$ cat src/rtl/ram2stream_dma.sv
// Read-side DMA: streams num_elements consecutive RAM words starting at src_addr
// out over a valid/ready interface, one word per cycle when the consumer keeps up.
module ram2stream_dma #(
  parameter int DATA_WIDTH = 8,
  parameter int DEPTH      = 8,
  localparam int ADDR_WIDTH = $clog2(DEPTH)
) (
  input  logic                  clk,
  input  logic                  reset,
  input  logic                  start,
  input  logic [ADDR_WIDTH-1:0] src_addr,
  input  logic [ADDR_WIDTH:0]   num_elements,
  output logic                  busy,
  output logic                  done,
  output logic                  ram_rd_en,
  output logic [ADDR_WIDTH-1:0] ram_rd_addr,
  input  logic [DATA_WIDTH-1:0] ram_rd_data,
  output logic [DATA_WIDTH-1:0] m_data,
  output logic                  m_valid,
  input  logic                  m_ready,
  output logic [1:0]            dbg_state
);

  // Stream handshake: a beat transfers on a rising clk edge where m_valid && m_ready;
  // m_valid/m_data come straight from the FIFO head and never depend on m_ready.
  typedef enum logic [1:0] {IDLE, RUN, DRAIN, DONE} state_t;

  state_t                state, state_nxt;
  logic [ADDR_WIDTH-1:0] src_q;
  logic [ADDR_WIDTH:0]   num_q;
  logic [ADDR_WIDTH:0]   rd_count;
  logic                  in_flight;
  logic [DATA_WIDTH-1:0] fifo_mem [2];
  logic                  wr_ptr, rd_ptr;
  logic [1:0]            fifo_count;
  logic [1:0]            occupancy;
  logic                  pop, issue;

  assign m_valid     = (fifo_count != 2'd0);
  assign m_data      = fifo_mem[rd_ptr];
  assign pop         = m_valid && m_ready;
  assign occupancy   = fifo_count + {1'b0, in_flight};
  assign ram_rd_en   = issue;
  assign ram_rd_addr = src_q + rd_count[ADDR_WIDTH-1:0];
  assign busy        = (state == RUN) || (state == DRAIN);
  assign done        = (state == DONE);
  assign dbg_state   = state;

  // A slot is counted as taken from the moment its read is issued, so the
  // 2-entry FIFO can never overflow whatever the consumer does.
  always_comb begin
    state_nxt = state;
    issue     = 1'b0;
    case (state)
      IDLE: begin
        if (start) state_nxt = (num_elements == '0) ? DONE : RUN;
      end
      RUN: begin
        issue = (rd_count < num_q) &&
                ((occupancy < 2'd2) || ((occupancy == 2'd2) && pop));
        if (issue && (rd_count == num_q - 1'b1)) state_nxt = DRAIN;
      end
      DRAIN: begin
        if (pop && (fifo_count == 2'd1) && !in_flight) state_nxt = DONE;
      end
      DONE: state_nxt = IDLE;
      default: state_nxt = IDLE;
    endcase
  end

  always_ff @(posedge clk) begin
    if (reset) begin
      state       <= IDLE;
      src_q       <= '0;
      num_q       <= '0;
      rd_count    <= '0;
      in_flight   <= 1'b0;
      wr_ptr      <= 1'b0;
      rd_ptr      <= 1'b0;
      fifo_count  <= 2'd0;
      fifo_mem[0] <= '0;
      fifo_mem[1] <= '0;
    end else begin
      state <= state_nxt;
      if ((state == IDLE) && start) begin
        src_q    <= src_addr;
        num_q    <= num_elements;
        rd_count <= '0;
      end else if (issue) begin
        rd_count <= rd_count + 1'b1;
      end
      // RAM data arrives the cycle after the strobe; capture it then.
      in_flight <= issue;
      if (in_flight) begin
        fifo_mem[wr_ptr] <= ram_rd_data;
        wr_ptr           <= ~wr_ptr;
      end
      if (pop) rd_ptr <= ~rd_ptr;
      fifo_count <= fifo_count + {1'b0, in_flight} - {1'b0, pop};
    end
  end

endmodule

$ cat config.mk
export PLATFORM = sky130hd
export DESIGN_NAME = ram2stream_dma
export DESIGN_NICKNAME = d
export VERILOG_FILES = /design/src/rtl/ram2stream_dma.sv
export SDC_FILE = /design/constraint.sdc
export NUM_CORES = 1
export LEC_CHECK = 0
export CORE_ASPECT_RATIO = 0.5
export CORE_MARGIN = 10
export CORE_UTILIZATION = 42
export CTS_BUF_LIST = sky130_fd_sc_hd__clkbuf_8
export CTS_CLUSTER_DIAMETER = 100
export DETAILED_ROUTE_END_ITERATION = 10
export HOLD_SLACK_MARGIN = 0.05
export PLACE_DENSITY = 0.73
export RECOVER_POWER = 25
export SETUP_SLACK_MARGIN = 0.4
export SLEW_MARGIN = 20
export SYNTH_ARGS = -nofsm -noshare
export SYNTH_HDL_FRONTEND = slang
export SYNTH_SLANG_ARGS = --single-unit
$ cat constraint.sdc
create_clock -name clk -period 1.9 [get_ports clk]
set_input_delay 0.38 -clock clk [delete_from_list [all_inputs] [get_ports clk]]
set_output_delay 0.38 -clock clk [all_outputs]
set_load 0.01 [all_outputs]
Yosys cells after proc, flatten, opt, wreduce, memory -nomap -nowiden
Memories as Yosys holds them, arrays and structs flattened. A register that Yosys moved wholly into a read port is not among the register bits.
Index checks and enable logic that the tools add are counted.
{"block": "op_classes", "n_addsub": 5, "n_lt_le_gt_ge": 2, "n_eq_ne": 9, "mux": 16, "bitwise": 2, "reduce_logical": 16}
{"operator": "$mux W1", "count": 10}
{"operator": "$mux W2", "count": 4}
{"operator": "$mux W8", "count": 1}
{"operator": "$pmux W2 S4", "count": 1}
{"operator": "$reduce_or A8 Y1", "count": 1}
{"operator": "$logic_and A1 B1 Y1", "count": 7}
{"operator": "$eq A2 B2 Y1 const B", "count": 3}
{"operator": "$add A4 B1 Y4 const B", "count": 1}
{"operator": "$eq A2 B1 Y1 const B", "count": 2}
{"operator": "$eq A4 B4 Y1", "count": 1}
{"operator": "$logic_not A4 Y1", "count": 1}
{"operator": "$lt A4 B4 Y1", "count": 1}
{"operator": "$ne A2 B1 Y1 const B", "count": 2}
{"operator": "$sub A4 B1 Y4 const B", "count": 1}
{"operator": "$add A3 B3 Y3", "count": 1}
{"operator": "$reduce_and A3 Y1", "count": 1}
{"operator": "$add A2 B1 Y2", "count": 1}
{"operator": "$logic_not A2 Y1", "count": 1}
{"operator": "$logic_or A1 B1 Y1", "count": 2}
{"operator": "$lt A2 B2 Y1 const B", "count": 1}
{"operator": "$ne A2 B2 Y1 const B", "count": 1}
{"operator": "$not A1 Y1", "count": 2}
{"operator": "$reduce_bool A2 Y1", "count": 1}
{"operator": "$reduce_or A2 Y1", "count": 1}
{"operator": "other kinds (2)", "count": 2}
{"block": "word_totals", "regBits": 18, "mem_bits_rw": 16, "inputBits": 19, "output_inout_bits": 17, "n_memories": 1}
{"name": "fifo_mem", "words": 2, "width": 8, "rd": 1, "rd_ports_with_merged_regs": 1, "write_ports": 2, "line": "33", "rtl": "logic [DATA_WIDTH-1:0] fifo_mem [2];"}

Depth between registers and ports, before layout
{"block": "depth", "ltp_word": 8, "ltp_mapped": 7, "depth_no_buf": 7}

Worst setup path before layout
Ideal clock, no wire load.
{"block": "synth_path", "kind": "reg-to-reg", "start": "register in_flight", "end": "register state[0] (netlist: dbg_state[0])", "t_arrival_ps": 1998, "required_ps": 1797, "slack_ps": -201, "stages_incl_launch_ff": 7, "period_less_slack_ps": 2101, "path_cell_list": "dfxtp_1 > ha_1 > nand2b_1 > a221oi_1 > a21boi_0 > a211o_1 > a2111oi_2"}
{"block": "synth_between", "elab_chain_cells": 8, "elab_cells_between_ends": 12, "classes_between": "add/sub (1); order compare (1); eq/ne (3); reduce/logical (7)"}
{"element": "start: declaration", "line": "32", "rtl": "logic in_flight;"}
{"element": "start signal: assignment", "line": "93", "rtl": "in_flight <= issue;"}
{"element": "$add A2 B1 Y2", "line": "42", "rtl": "assign occupancy = fifo_count + {1'b0, in_flight};"}
{"element": "$eq A2 B2 Y1", "line": "60", "rtl": "((occupancy < 2'd2) || ((occupancy == 2'd2) && pop));"}
{"element": "$logic_and A1 B1 Y1", "line": "60"}
{"element": "$logic_or A1 B1 Y1", "line": "60"}
{"element": "$logic_and A1 B1 Y1", "line": "59", "rtl": "issue = (rd_count < num_q) &&"}
{"element": "$logic_and A1 B1 Y1", "line": "61", "rtl": "if (issue && (rd_count == num_q - 1'b1)) state_nxt = DRAIN;"}
{"element": "$ne A2 B1 Y1 (no line)"}
{"element": "$reduce_and A3 Y1 (no line) *"}
{"element": "end signal: assignment", "line": "84", "rtl": "state <= state_nxt;"}
{"element": "end: declaration", "line": "28", "rtl": "state_t state, state_nxt;"}
Every way passes the cells marked *; elsewhere a longest branch is shown, timed or not.
A chain may end at the register's enable or synchronous reset.

Worst setup path after layout
{"block": "layout_path", "start": "register rd_count[0]", "end": "output ram_rd_addr[2]"}
{"block": "layout_between", "elab_chain_cells": 1}
{"element": "start: declaration", "line": "31", "rtl": "logic [ADDR_WIDTH:0] rd_count;"}
{"element": "start signal: assignment", "line": "90", "rtl": "rd_count <= rd_count + 1'b1;"}
{"element": "$add A3 B3 Y3", "line": "44", "rtl": "assign ram_rd_addr = src_q + rd_count[ADDR_WIDTH-1:0];"}
{"element": "end: declaration", "line": "16", "rtl": "output logic [ADDR_WIDTH-1:0] ram_rd_addr,"}
No other way between the ends.

==> run summary <==
status - complete, but fails checks
violated checks - setup timing
worst slew pin tran - 0.855 ns
top layer in use - met4
Hold Crit Depth - 2
synthesized flop and latch total - 35
Core Footprint - 4040 µm²
Initial DRC Count - 70
H-Tree Depth - 2
Fin. Hold Viols - 0
maxcap violations - 0
fmax - 484 MHz
Synth-to-Final Area Change - 50.9%
first-pass GRT wire length - 7.26 mm
vias in the first global route - 1,525
Longest Clk Path Bufs - 2
die height - 66.7 µm
Synth Area in Compound Gates - 6.49%
minimum clock period - 2.07 ns
post-route design area - 2760 µm²
VDD IR max - 0.485 mV
row count - 16
worst skew pair latency - 0.29 ns
Fillers - 300
Pwr Density - 1080 nW/µm²
Final Max Tran Viols - 0
commonest non-fill, non-tap cell in the layout - buf_4
met2 WL - 2.37 mm
initial core utilization - 45.3%
CP required - 1.52 ns
# DRC - 0
initial antenna violation count - 0
layout cells sized above 1 - 39.1%
Seq/Total Area, Yosys - 47.0%
post-synth cell types - 36
post-layout util - 68.3%
average size of a mapped cell - 10.5 µm²
via count - 1,454
Slew HR - 42.9%
io pins - 36
Arr. time, crit path - 1.69 ns
fin crit share - 109%
r2r worst-path depth - 7
CTS Sinks - 35
post-route ant nets - 0
synth warn - 0
placed wire-length estimate - 3.29 mm
Setup CP Type - reg2out
IO Port Bufs - 35
RSZ-0062 raised after global routing - true
Wirelength per Cell - 14.8 µm
Total GRT Usage - 11.9%
synthesized area - 1830 µm²
Post-Synth XOR/XNOR Area - 7.10%
met3 WL - 173 µm
die width - 113 µm
Post-Route WL - 4.40 mm
Post-Synth Adder-Cell Area - 10.7%
area fraction in and, or, nand and nor cells after synthesis - 18.6%
Tot Pwr - 2.99 mW
worst setup slack after layout - -0.165 ns
multiplexer share of the synthesized area - 6.08%
CP Launch Type - flop
Ant. Diodes - 0
die area - 7560 µm²
clock root buffer - clkbuf_8
dpl ws - -0.586 ns
largest net degree at the start of global routing - 14
met1 wire length - 1.81 mm
Lkg Pwr - 1.15 nW
drt first pass iters - 4
HP Class - reg2reg
clk slew on worst S/H paths - 0.08 ns
Num CTS Buffers - 5
Final GP Congestion - 0.832
routed vias/inst - 4.90
Crit Path Max Fanout - 2
CTS tree - built
most frequent cells in the layout - buf_4, buf_6, clkdlybuf4s50_1
critical path capture point type - output port
Syn Nets - 208
hold-fix buffers at CTS - 0
fin nets - 276
Syn Inst Count - 174
remaining global-route overflow - 0
endpoints failing setup - 4
placed inst area - 2520 µm²
Clock Skew - 0.00371 ns
main combinational cell family by area after synthesis - simple AND/OR/NAND/NOR gates
[routing by layer]
| layer | vias to the layer above | GRT usage [%] |
|---|---|---|
| li1 | 723 | - |
| met1 | 703 | 12.9 |
| met2 | 22 | 21.8 |
| met3 | 6 | 3.40 |
| met4 | 0 | 4.72 |
| met5 | - | 0 |
[cells in the mapped netlist]
cell | n | area (µm²)
a2111oi_0 | 1 | 8.76
a2111oi_2 | 1 | 15.0
a211o_1 | 1 | 8.76
a211oi_1 | 1 | 7.51
a21boi_0 | 1 | 7.51
a21o_1 | 3 | 22.5
a21oi_1 | 7 | 35.0
a221oi_1 | 1 | 8.76
and2_1 | 17 | 106
and3_1 | 1 | 6.26
and3b_1 | 1 | 8.76
clkbuf_1 | 5 | 18.8
dfxtp_1 | 19 | 380
edfxtp_1 | 16 | 480
fa_1 | 1 | 20.0
ha_1 | 14 | 175
inv_1 | 15 | 56.3
mux2_2 | 9 | 101
mux2i_1 | 1 | 10.0
nand2_1 | 9 | 33.8
nand2b_1 | 2 | 12.5
nand3_1 | 9 | 45.0
nand4_1 | 2 | 12.5
nor2_1 | 13 | 48.8
nor2b_1 | 1 | 6.26
nor3_1 | 1 | 5.00
nor3_2 | 1 | 10.0
nor3b_1 | 2 | 15.0
nor4_1 | 1 | 6.26
o21ai_0 | 1 | 5.00
or2_2 | 1 | 6.26
or3_1 | 1 | 6.26
or4_4 | 1 | 11.3
xnor2_1 | 9 | 78.8
xnor2_2 | 1 | 16.3
xor2_1 | 4 | 35.0
[stage by stage]
stage | setup TNS (ns) | hold slack (ns) | std cells
2_1_floorplan | -0.0479 | 0.436 | 174
3_3_place_gp | -1.40 | 0.444 | 281
3_5_place_dp | -2.14 | 0.455 | 281
4_1_cts | -0.502 | 0.465 | 296
5_1_grt | -0.785 | 0.488 | 297
6_report | -0.499 | 0.462 | 297
[critical path, stage by stage (launching register included)]
cell	delay, ns
dfxtp_4	0.37
ha_4	0.12
inv_2	0.03
fa_2	0.34
xor2_2	0.17
xnor2_1	0.20
buf_2	0.17
[power by group]
| part | switching, mW | internal (mW) | total [mW] |
|---|---|---|---|
| clock | 0.298 | 0.255 | 0.553 |
| combinational | 0.644 | 0.801 | 1.44 |
| sequential | 0.0820 | 0.908 | 0.990 |
| total | 1.02 | 1.96 | 2.99 |
[registers in the layout, summed over array words and instances, names as in the netlist, named ones only]
name	cells
src_q	3
num_q	4
fifo_mem	16
wr_ptr	1
dbg_state	2
in_flight	1
rd_ptr	1
fifo_count	2
rd_count	4
[timing repair]
item	4_1_cts	5_1_grt
buffers inserted	7	1
gates resized for setup	91	11
endpoints found under the setup margin	32	29
pin swaps	9	9
[final cells by class]
class                           instances  area [µm²]  area share [%]
Clock inverter                          3        20.0           0.724
Inverter                               15        58.8            2.13
Timing Repair Buffer                   66         616            22.3
Clock buffer                            5        68.8            2.49
Sequential cell                        35         880            31.8
Tap cell                               54        67.6            2.44
Multi-Input combinational cell        119        1050            38.1
[cells by family (layout without fill, tap and decap cells)]
family | count (synthesis) | after routing
AOI/OAI and AO/OA | 17 | 17
adders and majority gates | 15 | 15
DFF | 35 | 35
buffers and inverters | 20 | 89
and+or+nand+nor | 63 | 63
muxes | 10 | 10
xor gates and xnor gates | 14 | 14
[final timing paths]
check	start	end	slack [ns]
worst max-delay path	rd_count[0]$_SDFFE_PP0P_	ram_rd_addr[2]	-0.17
worst min-delay path	src_q[1]$_SDFFE_PP0P_	src_q[1]$_SDFFE_PP0P_	0.46
worst max register to register	num_q[0]$_SDFFE_PP0P_	dbg_state[0]$_SDFFE_PP0P_	-0.14
worst min register to register	src_q[1]$_SDFFE_PP0P_	src_q[1]$_SDFFE_PP0P_	0.46
Note: power is estimated with default switching activity, not from simulation.
